<file path="src/rtl/rf_wb_arbiter.sv">
// Register-file write-port arbiter: in-order WB stage vs buffered secondary.
// Optional same-cycle secondary bypass when idle: RF_WB_BYPASS_EN.
module rf_wb_arbiter #(
  parameter int DATA_W     = 32,
  parameter int ADDR_W     = 5,
  parameter int DEPTH      = 2,
  parameter int STARVE_MAX = 4
) (
  input  logic                     clk,
  input  logic                     rst,
  input  logic                     p_valid,
  input  logic [ADDR_W-1:0]        p_reg,
  input  logic [DATA_W-1:0]        p_data,
  output logic                     p_stall,
  input  logic                     s_valid,
  output logic                     s_ready,
  input  logic [ADDR_W-1:0]        s_reg,
  input  logic [DATA_W-1:0]        s_data,
  output logic                     W_Enable,
  output logic [ADDR_W-1:0]        W_Reg,
  output logic [DATA_W-1:0]        W_data,
  input  logic [ADDR_W-1:0]        q_reg1,
  input  logic [ADDR_W-1:0]        q_reg2,
  output logic                     q_pend1,
  output logic                     q_pend2,
  output logic [$clog2(DEPTH):0]   fifo_cnt
);

  localparam int PW = $clog2(DEPTH);
  localparam int CW = PW + 1;
  localparam int SW = $clog2(STARVE_MAX + 1);

  logic [ADDR_W-1:0] reg_q [DEPTH];
  logic [DATA_W-1:0] dat_q [DEPTH];
  logic [PW-1:0]     rd_q, wr_q;
  logic [CW-1:0]     cnt_q;
  logic [SW-1:0]     starve_q;

  logic              w_en_q;
  logic [ADDR_W-1:0] w_reg_q;
  logic [DATA_W-1:0] w_dat_q;

  logic fifo_ne, force_s;
  logic grant_p, grant_s, grant_b;
  logic push, pop;
  logic pend1, pend2;
  logic [PW-1:0] off;

  assign fifo_ne = cnt_q != '0;
  assign force_s = fifo_ne &&
                   (starve_q == SW'(STARVE_MAX));
  assign grant_p = p_valid && !force_s;
  assign grant_s = fifo_ne && !grant_p;
  assign s_ready = cnt_q < CW'(DEPTH);

`ifdef RF_WB_BYPASS_EN
  // idle and empty: a new secondary write skips the FIFO
  assign grant_b = !fifo_ne && !p_valid && s_valid;
`else
  assign grant_b = 1'b0;
`endif

  assign push    = s_valid && s_ready && !grant_b;
  assign pop     = grant_s;
  assign p_stall = p_valid && !grant_p;

  assign W_Enable = w_en_q;
  assign W_Reg    = w_reg_q;
  assign W_data   = w_dat_q;
  assign fifo_cnt = cnt_q;

  // FIFO storage; contents are don't-care until pushed
  always_ff @(posedge clk) begin
    if (push) begin
      reg_q[wr_q] <= s_reg;
      dat_q[wr_q] <= s_data;
    end
  end

  // FIFO pointers and occupancy
  always_ff @(posedge clk or posedge rst) begin
    if (rst) begin
      rd_q  <= '0;
      wr_q  <= '0;
      cnt_q <= '0;
    end else begin
      if (push) wr_q <= wr_q + 1'b1;
      if (pop)  rd_q <= rd_q + 1'b1;
      unique case ({push, pop})
        2'b10:   cnt_q <= cnt_q + 1'b1;
        2'b01:   cnt_q <= cnt_q - 1'b1;
        default: cnt_q <= cnt_q;
      endcase
    end
  end

  // count primary wins while secondary waits
  always_ff @(posedge clk or posedge rst) begin
    if (rst) begin
      starve_q <= '0;
    end else if (!fifo_ne || grant_s) begin
      starve_q <= '0;
    end else if (grant_p &&
                 starve_q != SW'(STARVE_MAX)) begin
      starve_q <= starve_q + 1'b1;
    end
  end

  // registered RF write port; $zero writes are dropped
  always_ff @(posedge clk or posedge rst) begin
    if (rst) begin
      w_en_q  <= 1'b0;
      w_reg_q <= '0;
      w_dat_q <= '0;
    end else begin
      unique case (1'b1)
        grant_p: begin
          w_en_q  <= p_reg != '0;
          w_reg_q <= p_reg;
          w_dat_q <= p_data;
        end
        grant_s: begin
          w_en_q  <= reg_q[rd_q] != '0;
          w_reg_q <= reg_q[rd_q];
          w_dat_q <= dat_q[rd_q];
        end
        grant_b: begin
          w_en_q  <= s_reg != '0;
          w_reg_q <= s_reg;
          w_dat_q <= s_data;
        end
        default: w_en_q <= 1'b0;
      endcase
    end
  end

  // match lookups against occupied FIFO slots
  always_comb begin
    pend1 = 1'b0;
    pend2 = 1'b0;
    off   = '0;
    for (int i = 0; i < DEPTH; i++) begin
      off = PW'(i) - rd_q;
      if ({1'b0, off} < cnt_q) begin
        if (reg_q[i] == q_reg1) pend1 = 1'b1;
        if (reg_q[i] == q_reg2) pend2 = 1'b1;
      end
    end
  end

  assign q_pend1 = pend1 && (q_reg1 != '0);
  assign q_pend2 = pend2 && (q_reg2 != '0);

endmodule

</file>
<file path="config.mk">
export PLATFORM = sky130hd
export DESIGN_NAME = rf_wb_arbiter
export DESIGN_NICKNAME = d
export VERILOG_FILES = /design/src/rtl/rf_wb_arbiter.sv
export SDC_FILE = /design/constraint.sdc
export NUM_CORES = 1
export LEC_CHECK = 0
export ABC_AREA = 1
export CELL_PAD_IN_SITES_DETAIL_PLACEMENT = 0
export CELL_PAD_IN_SITES_GLOBAL_PLACEMENT = 2
export CORE_MARGIN = 3
export CORE_UTILIZATION = 38
export CTS_CLUSTER_SIZE = 20
export DETAILED_ROUTE_END_ITERATION = 10
export DONT_BUFFER_PORTS = 1
export GPL_TIMING_DRIVEN = 0
export HOLD_SLACK_MARGIN = 0.1
export PLACE_DENSITY_LB_ADDON = 0.1
export RECOVER_POWER = 100
export SLEW_MARGIN = 20
export SYNTH_ARGS = -nofsm -noshare
export SYNTH_HDL_FRONTEND = slang
export SYNTH_SLANG_ARGS = --single-unit
</file>
<file path="constraint.sdc">
create_clock -name clk -period 2.9 [get_ports clk]
set_input_delay 0.29 -clock clk [delete_from_list [all_inputs] [get_ports clk]]
set_output_delay 0.29 -clock clk [all_outputs]
set_load 0.005 [all_outputs]
</file>
==> summary.txt, run 1 <==
Antenna-violating nets left: 0
CTS tree: done
Hold crit path type: in2reg
CTS root buffer: clkbuf_16
Least-Margin Pin Slew: 0.735 ns
Core area: 13300 um^2
Routed wire per std cell: 16.0 um
Row count: 42
Area of the multi-input gates: 1520 um^2
FF/Latch Area: 3350 um^2
Clk_skew: 0.00842 ns
FF-to-FF setup slack: 0.68 ns
Cts hold-fix bufs: 76
Clock transition at path regs: 0.05 ns
Final #Nets: 726
Final setup TNS: 0 ns
H-tree Lvls: 4
Detailed Routing Iterations Pass 1: 4
Post-Synthesis Cell Area: 5230 um^2
# setup viols final: 0
RD Place Congestion: 0.775
Diodes inserted: 0
Setup bufs post-CTS: 0
Fillers: 1233
Worst-path maximum fanout: 10
Max Cap Viol: 0
Worst Path Class, Setup: reg2out
I/O pin count: 132
DRC: 0
Largest cells by area after synthesis: edfxtp_1 43%, dfrtp_1 22%, nand2_1 10%
Hold Violations, Final: 0
Status: completed
Detailed-route via count: 3878
Final worst path period need: 2.23 ns
Post-detail-place hpwl: 9260 um
Syn nets: 628
Worst VDD drop: 473 uV
First-pass GRT wire length: 21100 um
Clk sink count: 119
Reg2reg path depth: 7
Die width: 123 um
Initial core utilization: 39.1%
PostCTS Resize Cnt: 0
Share of cells above drive strength 1: 7.56%
LEAKAGE: 2.94 nW
Max Transition Viols Final: 0
GRT Residual Overflow: 0
Crit path capture: q_pend1
R2r startpoint: starve_q[0]$_DFFE_PP0P_
Sequential element share of the synthesized area: 64.1%
Power per cell area: 936 nW/um^2
Synth-to-layout area growth: 32.3%
Critical Path AT: 1.94 ns
Initial DRC Count: 213
F_max: 449 MHz
Total track usage: 18.6%
Port bufs: 0
Clock buffer count from CTS: 17
Period utilization: 76.8%
Crit path launch type: flip-flop
Clk_lat worst skew: 0.41 ns
Ys Warns: 0
Mapped Cells: 537
Reg2reg end: W_data[14]$_DFFE_PP0P_
Vias/cell: 4.71
Synth cell types: 24
Antenna violations before repair: 0
FF+latch count, synth: 119
Placed Area: 5540 um^2
Worst setup startpoint: rd_q$_DFFE_PP0P_
Clock Path Buffers: 2
Mapped Avg Cell Area: 9.73 um^2
Vias in the first global route: 4078
Worst setup EP type: output port
Fin area: 6910 um^2
Largest area contributor in the netlist: edfxtp_1
Total Routed Length: 13200 um
Critical path required time: 2.61 ns
Die Y: 123 um
Rel. slew slack: 50.9%
Share of the synthesized area in the top cell type: 42.5%
Total die area: 15200 um^2
RSZ-0062 raised after global routing: false
Pin count of the biggest net entering global routing: 31
-- metrics by stage --
step / cells / hold WS, ns / util (%) / total power, mW / setup WS [ns]
floorplan: 537 / 0.389 / - / 3.67 / 0.187
global placement: 713 / 0.389 / 40.8 / 4.17 / -1.31
detailed placement: 716 / 0.186 / 41.5 / 4.26 / 0.792
CTS: 824 / 0.112 / 52.0 / 6.61 / 0.779
global route: 824 / 0.162 / 51.8 / 6.92 / 0.377
finish: 824 / 0.142 / 51.8 / 6.47 / 0.674
-- cells in the final DEF (no fill, tap or decap), types with 3 or more instances in the layout --
cell type        n
dfrtp_1         45
buf_2            5
edfxtp_1        74
nor2_1          51
clkinv_4         5
nand2_1        139
clkbuf_8         3
o21ai_0         71
xor2_1           4
dlygate4sd3_1   76
bufinv_16        4
nand3_1         15
ha_1             3
clkbuf_16       17
nor2_4           3
clkbuf_1        13
inv_1           61
a21oi_1         37
nor3_1           4
clkinvlp_4       3
-- logic make-up after synthesis --
family                   share of synthesized area [%]
AO/OA/AOI/OAI                                     11.2
XOR/XNOR                                          1.01
adder cells (fa/ha/maj)                          0.718
buffers and inverters                             6.92
flip-flops                                        64.1
AND/OR/NAND/NOR                                   16.1
-- routing by layer --
layer  part of all wire [%]  global-route usage, %  wire [um]  vias to the layer above
met2                     48                   29.5       6300                       99
met3                    6.2                   5.95        812                       17
met1                     44                   23.8       5860                     1809
li1                       -                      -          -                     1953
met4                    1.6                   7.20        210                        0
met5                      0                      0          0                        -
-- cells in the mapped netlist --
library cell and count:
nand2_1 139, nor2_4 1, inv_1 61, buf_6 2
a21oi_1 37, a31oi_1 1, o21ai_0 66, o21ai_1 6
dfrtp_1 45, nand2_2 1, nand3_1 15, clkbuf_1 7
nor2_1 53, xnor2_1 2, ha_1 3, clkbuf_8 2
nand3b_1 1, a21oi_4 1, edfxtp_1 74, xor2_1 4
inv_4 1, buf_2 10, nor3_1 4, o21ai_4 1
-- worst min-delay path by stage --
stage	start	to	slack (ns)	depth (start not counted)
detailed placement	rst	W_data[9]$_DFFE_PP0P_	0.19	1
global placement	s_data[0]	dat_q[0][0]$_DFFE_PP_	0.39	0
finish	p_reg[2]	W_Enable$_DFF_PP0_	0.14	3
global route	p_valid	rd_q$_DFFE_PP0P_	0.16	2
floorplan	s_data[0]	dat_q[0][0]$_DFFE_PP_	0.39	0
CTS	p_valid	W_data[29]$_DFFE_PP0P_	0.11	3
-- power by group --
group / switching, mW / leakage (nW) / internal, mW / total, mW
combinational: 1.04 / 1.42 / 0.557 / 1.60
sequential: 0.315 / 1.21 / 2.33 / 2.64
clock: 0.767 / 0.303 / 1.47 / 2.23
-- worst max-delay path: stages (launching register included) --
cell      delay [ns]
dfrtp_1         0.39
clkbuf_1        0.49
a21oi_1         0.17
nor2_1          0.17
nand3_1         0.09
a21oi_1         0.22
-- registers in the layout, summed over array words and instances, names as in the netlist --
register,count
starve_q,3
reg_q,10
wr_q,1
fifo_cnt,2
W_Reg,5
W_Enable,1
rd_q,1
dat_q,64
W_data,32
-- cell type report --
type                            count  share of cell area, %
Sequential cell                   119                   48.5
Multi-Input combinational cell    335                   22.0
Timing Repair Buffer               79                   12.1
Clock buffer                       18                   6.36
Inverter                           62                   3.40
Tap cell                          176                   3.19
Clock inverter                     14                   2.90
Buffer                             21                   1.63
No activity file was read; power rests on OpenSTA's default activity.
==> run 2: changes to the inputs <==
==> constraint.sdc (replaced) <==
create_clock -name clk -period 2.1 [get_ports clk]
set_input_delay 0.21 -clock clk [delete_from_list [all_inputs] [get_ports clk]]
set_output_delay 0.21 -clock clk [all_outputs]
set_load 0.005 [all_outputs]
==> run 2 against run 1 <==
  * Register-to-register slack worse by 0.54 ns
  * Critical path type is now reg2reg
  * Worst setup slack worse by 0.53 ns
  * Via count increased by 0.44%
==> summary.txt, run 2 (synthesis gave the netlist of run 1 again) <==
Status: completed
Hold crit path type: in2reg
GRT Residual Overflow: 0 (unchanged)
Commonest non-fill, non-tap cell in the layout: nand2_1
LEAKAGE: 2.96 nW (+0.52%)
Critical path required time: 2.20 ns (-0.41 ns)
Final worst path period need: 1.96 ns
Crit path launch type: flip-flop
Total Routed Length: 13100 um (-0.46%)
Largest register FFs: 64 (unchanged)
Max Transition Viols Final: 0 (unchanged)
Rel. slew slack: 47.5% (-3.4 points)
Detailed-route via count: 3895 (+0.44%)
Routed wire per std cell: 15.9 um (-0.70%)
I/O pin count: 132 (unchanged)
Clk_lat worst skew: 0.41 ns (about the same)
Cell-by-cell trace of the critical path: inv_1, nand2_1, nor2_4, buf_16, buf_6
Die width: 123 um (unchanged)
Detailed Routing Iterations Pass 1: 5 (+1)
Antenna violations before repair: 0 (unchanged)
Critical Path Max Stage Delay: 0.45 ns (-0.04 ns)
Period utilization: 93.4%
Total die area: 15200 um^2 (unchanged)
Synth-to-layout area growth: 32.3% (unchanged)
Core area: 13300 um^2 (unchanged)
Antenna-violating nets left: 0 (unchanged)
CTS root buffer: clkbuf_16
# setup viols final: 0 (unchanged)
Critical Path AT: 2.06 ns (+0.12 ns)
Initial DRC Count: 188 (-12%)
Pin count of the biggest net entering global routing: 29 (-6.5%)
Row count: 42 (unchanged)
Power per cell area: 1290 nW/um^2 (+38%)
RD Place Congestion: 0.771 (-0.45%)
Port bufs: 0 (unchanged)
Die Y: 123 um (unchanged)
Setup bufs post-CTS: 0 (unchanged)
DRC: 0 (unchanged)
Worst Path Class, Setup: reg2reg
Most frequent cells in the layout: 139 x nand2_1, 76 x dlygate4sd3_1, 74 x edfxtp_1, 66 x o21ai_0, 61 x inv_1
Clk sink count: 119 (unchanged)
Hold WS: 0.127 ns (-0.0148 ns)
Total track usage: 18.4% (-0.17 points)
Diodes inserted: 0 (unchanged)
Clock Path Buffers: 2 (unchanged)
Worst setup EP type: flip-flop
First-pass GRT wire length: 20800 um (-1.1%)
Hold Violations, Final: 0 (unchanged)
Clk_skew: 0.00691 ns (-0.00151 ns)
Hold-critical path depth: 3 (unchanged)
Clock buffer count from CTS: 17 (unchanged)
RSZ-0062 raised after global routing: false
Final #Nets: 728 (+0.28%)
Final setup TNS: 0 ns (unchanged)
Share of cells above drive strength 1: 8.62% (+1.1 points)
Vias/cell: 4.72 (+0.20%)
H-tree Lvls: 4 (unchanged)
Max Cap Viol: 0 (unchanged)
Least-Margin Pin Slew: 0.787 ns (+0.0524 ns)
Power, Total: 8.94 mW (+38%)
Clock transition at path regs: 0.05 ns (about the same)
Worst-path maximum fanout: 17 (+7)
Finished Core Util: 51.8% (unchanged)
Post-detail-place hpwl: 9460 um (+2.2%)
Reg with most FFs: dat_q
F_max: 510 MHz
Critical-path top delay cell: dfrtp_1
Initial core utilization: 39.1% (unchanged)
Worst VDD drop: 612 uV (+29%)
Reg2reg path depth: 5 (-2)
CTS tree: done
Vias in the first global route: 4043 (-0.86%)
[run 2: power breakdown]
part	switching [mW]	total [mW]	internal (mW)	leakage, nW
combinational	1.46	2.24	0.788	1.44
sequential	0.428	3.64	3.21	1.21
clock	1.01	3.06	2.04	0.298
total	2.90	8.94	6.04	2.96
[run 2: cell type report]
type	count	area, um^2
sequential	119	3350
fill	1216	6440
buffer	21	110
tap	176	220
clock buffer	20	457
multi-input combinational	335	1520
timing repair buffer	81	843
inverter	62	235
clock inverter	12	174
[run 2: per-stage QoR]
step                std cells  instance area, um^2  worst slack (ns)
CTS                       826                 6980             0.133
global route              826                 6910           0.00274
finish                    826                 6910             0.139
global placement          713                 5450            -0.914
floorplan                 537                 5230           -0.0175
detailed placement        718                 5590             0.137
[run 2: path summary, 6_finish.rpt]
kind	start	to	slack, ns
worst max-delay path	fifo_cnt[1]$_DFFE_PP0P_	dat_q[0][3]$_DFFE_PP_	0.14
worst min-delay path	p_reg[4]	W_Enable$_DFF_PP0_	0.13
worst max register to register	fifo_cnt[1]$_DFFE_PP0P_	dat_q[0][3]$_DFFE_PP_	0.14
worst min register to register	starve_q[0]$_DFFE_PP0P_	starve_q[0]$_DFFE_PP0P_	0.47
max in group asynchronous	rst	W_data[8]$_DFFE_PP0P_	0.51
min in group asynchronous	rst	W_data[26]$_DFFE_PP0P_	0.36
[run 2: what timing repair did]
action,in CTS,in global routing
hold buffers,76,0
hold endpoints to repair,161,0
gates resized for setup,0,0
[run 2: critical path: cells and delay by family (launching register included)]
kind,cells,cell delay (ns)
flops,1,0.45
simple gates,2,0.55
buf+inv,3,0.63
[run 2: metal layers]
layer,track usage [%],wire (um),up-vias
met3,5.95,794,16
met5,0,0,-
met4,6.92,201,0
met1,23.4,5860,1813
met2,29.5,6260,106
li1,-,-,1960
